**config.mk**
```make
export PLATFORM = sky130hd
export DESIGN_NAME = bus_rr_router
export DESIGN_NICKNAME = d
export VERILOG_FILES = /design/src/rtl/bus_rr_pkg.sv /design/src/rtl/bus_rr_pick.sv /design/src/rtl/bus_rr_router.sv
export SDC_FILE = /design/constraint.sdc
export NUM_CORES = 1
export LEC_CHECK = 0
export ABC_AREA = 0
export BUFFER_PORTS_ARGS = -buffer_cell sky130_fd_sc_hd__buf_2
export CAP_MARGIN = 10
export CORE_ASPECT_RATIO = 2
export CORE_MARGIN = 1.5
export CORE_UTILIZATION = 25
export DETAILED_ROUTE_END_ITERATION = 7
export PLACE_DENSITY = 0.46
export SKIP_LAST_GASP = 1
export SLEW_MARGIN = 20
export SYNTH_ARGS = -nofsm -noshare
export SYNTH_HDL_FRONTEND = slang
export SYNTH_SLANG_ARGS = --single-unit
```
**constraint.sdc**
```tcl
create_clock -name clk -period 3.75 [get_ports clk]
set_input_delay 0.375 -clock clk [delete_from_list [all_inputs] [get_ports clk]]
set_output_delay 0.375 -clock clk [all_outputs]
set_load 0.1 [all_outputs]
```
**src/rtl/bus_rr_pkg.sv**
```systemverilog
// Shared types, defaults and the round-robin pick function for the broadcast bus router.
package bus_rr_pkg;

  typedef enum logic [1:0] {IDLE, POP, PUSH} bus_state_e;

  localparam int         DEF_ID_W  = 8;
  localparam logic [7:0] DEF_BCAST = 8'hFF;

  // Device indices fit in 8 bits because the bus carries at most 255 devices.
  localparam int IDX_W     = 8;
  localparam int IDX_XW    = IDX_W + 1;
  localparam int MAX_DRVRS = 256;

  // First requester strictly after ptr, wrapping modulo n; returns ptr when nothing is requesting.
  function automatic logic [IDX_W-1:0] rr_pick(input logic [MAX_DRVRS-1:0] req,
                                              input logic [IDX_W-1:0]     ptr,
                                              input int unsigned          n);
    logic [IDX_XW-1:0] idx;
    logic              found;
    rr_pick = ptr;
    found   = 1'b0;
    for (int unsigned k = 1; k <= n; k++) begin
      idx = {1'b0, ptr} + IDX_XW'(k);
      if (idx >= IDX_XW'(n)) idx = idx - IDX_XW'(n);
      if (!found && req[idx[IDX_W-1:0]]) begin
        rr_pick = idx[IDX_W-1:0];
        found   = 1'b1;
      end
    end
  endfunction

endpackage

```
**src/rtl/bus_rr_pick.sv**
```systemverilog
// Combinational round-robin picker: lowest priority goes to the device right at ptr.
module bus_rr_pick
  import bus_rr_pkg::*;
#(
  parameter int DRVRS = 4
) (
  input  logic [DRVRS-1:0] req,
  input  logic [IDX_W-1:0] ptr,
  output logic [IDX_W-1:0] gnt_idx,
  output logic             any
);

  assign any     = |req;
  assign gnt_idx = rr_pick(MAX_DRVRS'(req), ptr, DRVRS);

endmodule

```
**src/rtl/bus_rr_router.sv**
```systemverilog
// Round-robin broadcast bus router: pops one device FIFO head, delivers it unicast or broadcast.
// Optional BUS_STATS_EN adds saturating transfer/drop counters.
module bus_rr_router
  import bus_rr_pkg::*;
#(
  parameter int              BITS  = 16,
  parameter int              DRVRS = 4,
  parameter int              ID_W  = DEF_ID_W,
  parameter logic [ID_W-1:0] BCAST = ID_W'(DEF_BCAST)
) (
  input  logic                  clk,
  input  logic                  reset,
  input  logic [DRVRS-1:0]      pndng,
  input  logic [DRVRS*BITS-1:0] D_pop,
  output logic [DRVRS-1:0]      pop,
  output logic [DRVRS-1:0]      push,
  output logic [BITS-1:0]       D_push,
  output logic                  drop,
  output bus_state_e            dbg_state
`ifdef BUS_STATS_EN
  ,
  output logic [31:0]           xfer_cnt,
  output logic [31:0]           drop_cnt
`endif
);

  if (BITS < ID_W + 1) begin : g_bits_chk
    $error("bus_rr_router: BITS must be at least ID_W+1");
  end
  if (DRVRS < 2 || DRVRS > 255) begin : g_drvrs_chk
    $error("bus_rr_router: DRVRS must be in 2..255");
  end
  if (32'(BCAST) < 32'(DRVRS)) begin : g_bcast_chk
    $error("bus_rr_router: BCAST must not alias a device ID");
  end

  // Handshake: pop[i] is a one-cycle dequeue strobe for device i's head word; the head is
  // captured on the same edge that raises pop. push[i] is a one-cycle write strobe qualifying
  // D_push for device i; devices cannot stall the bus.

  bus_state_e       state, state_n;
  logic [IDX_W-1:0] rr_ptr, rr_ptr_n;
  logic [BITS-1:0]  pkt_q, pkt_n;
  logic [DRVRS-1:0] pop_n, push_n;
  logic [BITS-1:0]  d_push_n;
  logic             drop_n;
  logic [ID_W-1:0]  dest;
  logic [IDX_W-1:0] gnt_idx;
  logic             any;

  bus_rr_pick #(.DRVRS(DRVRS)) u_pick (
    .req     (pndng),
    .ptr     (rr_ptr),
    .gnt_idx (gnt_idx),
    .any     (any)
  );

  assign dest      = pkt_q[BITS-1 -: ID_W];
  assign dbg_state = state;

  // rr_ptr doubles as the current source index once a winner has been latched.
  always_comb begin
    state_n  = state;
    rr_ptr_n = rr_ptr;
    pkt_n    = pkt_q;
    pop_n    = '0;
    push_n   = '0;
    d_push_n = D_push;
    drop_n   = 1'b0;
    case (state)
      IDLE: begin
        if (any) begin
          state_n  = POP;
          rr_ptr_n = gnt_idx;
          for (int i = 0; i < DRVRS; i++) begin
            if (gnt_idx == IDX_W'(i)) begin
              pop_n[i] = 1'b1;
              pkt_n    = D_pop[i*BITS +: BITS];
            end
          end
        end
      end
      POP: begin
        state_n  = PUSH;
        d_push_n = pkt_q;
        if (32'(dest) < 32'(DRVRS)) begin
          for (int i = 0; i < DRVRS; i++) push_n[i] = (32'(dest) == i);
        end else if (dest == BCAST) begin
          for (int i = 0; i < DRVRS; i++) push_n[i] = (rr_ptr != IDX_W'(i));
        end else begin
          drop_n = 1'b1;
        end
      end
      PUSH:    state_n = IDLE;
      default: state_n = IDLE;
    endcase
  end

  always_ff @(posedge clk or negedge reset) begin
    if (!reset) begin
      state  <= IDLE;
      rr_ptr <= IDX_W'(DRVRS - 1);
      pkt_q  <= '0;
      pop    <= '0;
      push   <= '0;
      D_push <= '0;
      drop   <= 1'b0;
    end else begin
      state  <= state_n;
      rr_ptr <= rr_ptr_n;
      pkt_q  <= pkt_n;
      pop    <= pop_n;
      push   <= push_n;
      D_push <= d_push_n;
      drop   <= drop_n;
    end
  end

`ifdef BUS_STATS_EN
  // A broadcast is one transfer regardless of how many devices receive it.
  always_ff @(posedge clk or negedge reset) begin
    if (!reset) begin
      xfer_cnt <= '0;
      drop_cnt <= '0;
    end else if (state == PUSH) begin
      if (|push && xfer_cnt != 32'hFFFF_FFFF) xfer_cnt <= xfer_cnt + 32'd1;
      if (drop && drop_cnt != 32'hFFFF_FFFF)  drop_cnt <= drop_cnt + 32'd1;
    end
  end
`endif

endmodule
```
==> metrics.txt <==
routability congestion estimate from global placement 0.869; Area growth, synth to finish 27.4%; die width 89.0 um; GR Util met1 0.165; max_cap viols 0; worst-margin pin slew roughly 0.66 ns; crit end category flop; most used routing layer met2; # setup viols final 0; clock share of power 0.093; Final Cell Area 4710 um^2; clk root buf clkbuf_16; Via density ~5.0; antenna cells 0; Pint around 2.4 mW; Final min period 3.53 ns; M2 GR Usage 0.299; Rows 62; Via Count 3,377; FILL cells 1,529; worst hold path class in2async; Logic pwr share 0.723; Power Density around 1100 nW/um^2; placed inst area 4460 um^2; CP Cell Sequence ha_2 -> xnor2_1 -> inv_1 -> ha_1 -> nand2_1 -> a21o_1 -> a41oi_2 -> or3_1 -> buf_4 -> and3_4 -> nor4_4 -> buf_4 -> o221ai_1 -> o31ai_1; Residual DRC 0; share of cells above drive strength 1 0.439; final worst slack 0.215 ns; syn_nets 460; clk sink count 51; largest net degree at the start of global routing 32; crit path launch rr_ptr[0]$_DFFE_PN1P_; most numerous cell in the Yosys netlist dfrtp_1; Slew headroom 0.559; post-synth cell types 63; asr flop ratio synth 1.00; WP data required 3.95 ns; FF-to-FF End pkt_q[3]$_DFFE_PN0P_; routed length per placed instance 17.6 um; Critical Path Source Type flop; global-route wire length before repair between 15 and 20 mm; Final period util 0.943; Switch Pwr about 2.8 mW; Primary FF master, synth dfrtp_1; TritonRoute pass-1 iters 4; Initial Utilization 0.256; Post-synth EDFFs 0; Pins Over Slew Limit 0; critical path's most frequent cell buf_4; drt total wl 12.0 mm; worst r2r src rr_ptr[0]$_DFFE_PN1P_; buffers added on ports 96; critical path peak fanout 8; Hold-fix buffers, CTS 0; Mapped Cells ~370; CTS tree yes; worst-skew pair later-pin latency just under 0.3 ns; share of power burned in registers 0.184; Critical-path top delay cell dfstp_2; CTS H-Tree Depth 2; Die Area 15,600 um^2; Synth top cells by count dfrtp_1 (49), nor2_1 (39), nand2_1 (37); worst reg2reg path depth 14; Design Power 5.21 mW; Worst IR Drop VDD 0.458 mV; Mean Syn Cell Area just under 10 um^2; status complete, no violations; crit path DAT 3.73 ns; number of global-route vias before repair 3,532; Max Clk Rate 283 MHz; #FFs+latches synth 51; Switching Share 0.543; CORE AREA 14,400 um^2; Final Util 0.326; Max Root-Sink Buffers 2; Num CTS Buffers 5; post-route clock skew 0.00548 ns; Seq/Total Area, Yosys 0.346; GRT Residual Overflow 0; Ys Warns 0; clk slew on worst S/H paths 0.07 ns; Synth area leaders dfrtp_1 (33%), mux2_2 (5.5%), ha_1 (5.4%); Worst R2R Setup Slack 0.22 ns; Total Routing Usage GR 0.157; Final Hold Viols 0; CP endpoint pkt_q[3]$_DFFE_PN0P_; Nets 573; Routed Antenna Nets 0; initial antenna violation count 0; post-synth top area cell dfrtp_1; Die Ht 175 um; detailed placement HPWL 9.36 mm; top cell type's share of synthesized area 0.332; CP max stage delay 0.62 ns; initial detailed-routing violation count roughly 130; M3 GR Usage 0.0132; IO Pins 97; Min Hold Slack 0.0461 ns; critical path type reg2reg; Synth Cell Area approximately 3700 um^2; cell leakage power roughly 2.1 nW; DP Worst Slack -0.0240 ns
==> state kept, by name (all words and copies together), names as in the netlist <==
register	count
D_push	16
dbg_state	2
drop	1
pkt_q	16
pop	4
push	4
rr_ptr	8
==> per-stage QoR <==
stage	std cells	TNS, ns
floorplan	374	0
CTS	671	0
global placement	663	0
global route	680	-0.00419
detailed placement	663	-0.0726
finish	680	0
==> placed cells by master, fill, tap and decap left out, types with 4 or more instances in the layout <==
master     instances
buf_2             96
dfrtp_1           49
nor2_1            39
buf_4             38
nand2_1           37
nor3_1            23
mux2_2            18
ha_1              14
nand3_1           12
o31ai_2           11
o221ai_2          10
o31ai_1            9
nor2b_1            8
xnor2_1            6
inv_1              6
o21ai_0            6
o221ai_1           6
a21oi_1            5
nand4_1            5
nor4_1             5
clkbuf_16          5
xor2_1             4
and3_1             4
nand2b_1           4
mux2i_1            4
a22oi_1            4
==> worst min-delay path by stage <==
stage	start	to	cells after the start	slack, ns
4_1_cts	reset	push[0]$_DFF_PN0_	1	0.07
5_1_grt	reset	rr_ptr[5]$_DFFE_PN0P_	1	0.09
3_3_place_gp	reset	rr_ptr[7]$_DFFE_PN0P_	1	0.37
2_1_floorplan	reset	D_push[0]$_DFFE_PN0P_	0	0.08
6_report	reset	rr_ptr[5]$_DFFE_PN0P_	1	0.05
3_5_place_dp	reset	rr_ptr[7]$_DFFE_PN0P_	1	0.39
==> power by group through the flow <==
| stage | logic (mW) | clock network, mW | registers, mW |
|---|---|---|---|
| finish | 3.77 | 0.486 | 0.960 |
| global route | 4.06 | 0.519 | 0.997 |
| CTS | 3.68 | 0.504 | 0.972 |
| detailed placement | 3.66 | 0 | 0.985 |
| global placement | 3.65 | 0 | 0.977 |
| floorplan | 2.03 | 0 | 1.72 |
==> layer usage <==
metal  share of wire  vias to the layer above
met2            0.55                       91
met3           0.035                       32
met4           0.048                        0
met5               0                        -
met1            0.36                     1650
li1                -                     1604
==> cell families (layout without fill, tap and decap cells) <==
| family | after synthesis | count (layout) | share of synthesized area |
|---|---|---|---|
| AND/OR/NAND/NOR | 158 | 158 | 0.227 |
| AO/OA/AOI/OAI | 75 | 75 | 0.198 |
| flip-flops | 51 | 51 | 0.346 |
| buffers and inverters | 37 | 151 | 0.0596 |
| multiplexers | 25 | 25 | 0.0840 |
| adder cells (fa/ha/maj) | 16 | 16 | 0.0542 |
| XOR/XNOR | 12 | 12 | 0.0305 |
==> layout make-up <==
| class | instances | area, um^2 | share of cell area |
|---|---|---|---|
| sequential | 51 | 1280 | 0.272 |
| clock inverter | 2 | 16.3 | 0.00345 |
| clock buffer | 6 | 139 | 0.0295 |
| inverter | 8 | 30.0 | 0.00638 |
| tap | 192 | 240 | 0.0510 |
| multi-input combinational | 286 | 2230 | 0.474 |
| timing repair buffer | 135 | 771 | 0.164 |
==> worst max-delay path, delay by kind of cell, from the launching register on <==
kind                     cells  cell delay [ns]
AND/OR/NAND/NOR              4             0.95
AO/OA/AOI/OAI                4             0.71
flip-flops                   1             0.62
buffers and inverters        3             0.48
adder cells (fa/ha/maj)      2             0.46
XOR/XNOR                     1             0.22
==> timing repair <==
item / 4_1_cts / 5_1_grt
pin swaps: 0 / 5
buffers inserted: 0 / 9
gates resized for setup: 1 / 6
setup endpoints to repair: 7 / 16
Note: power is estimated with default switching activity, not from simulation.
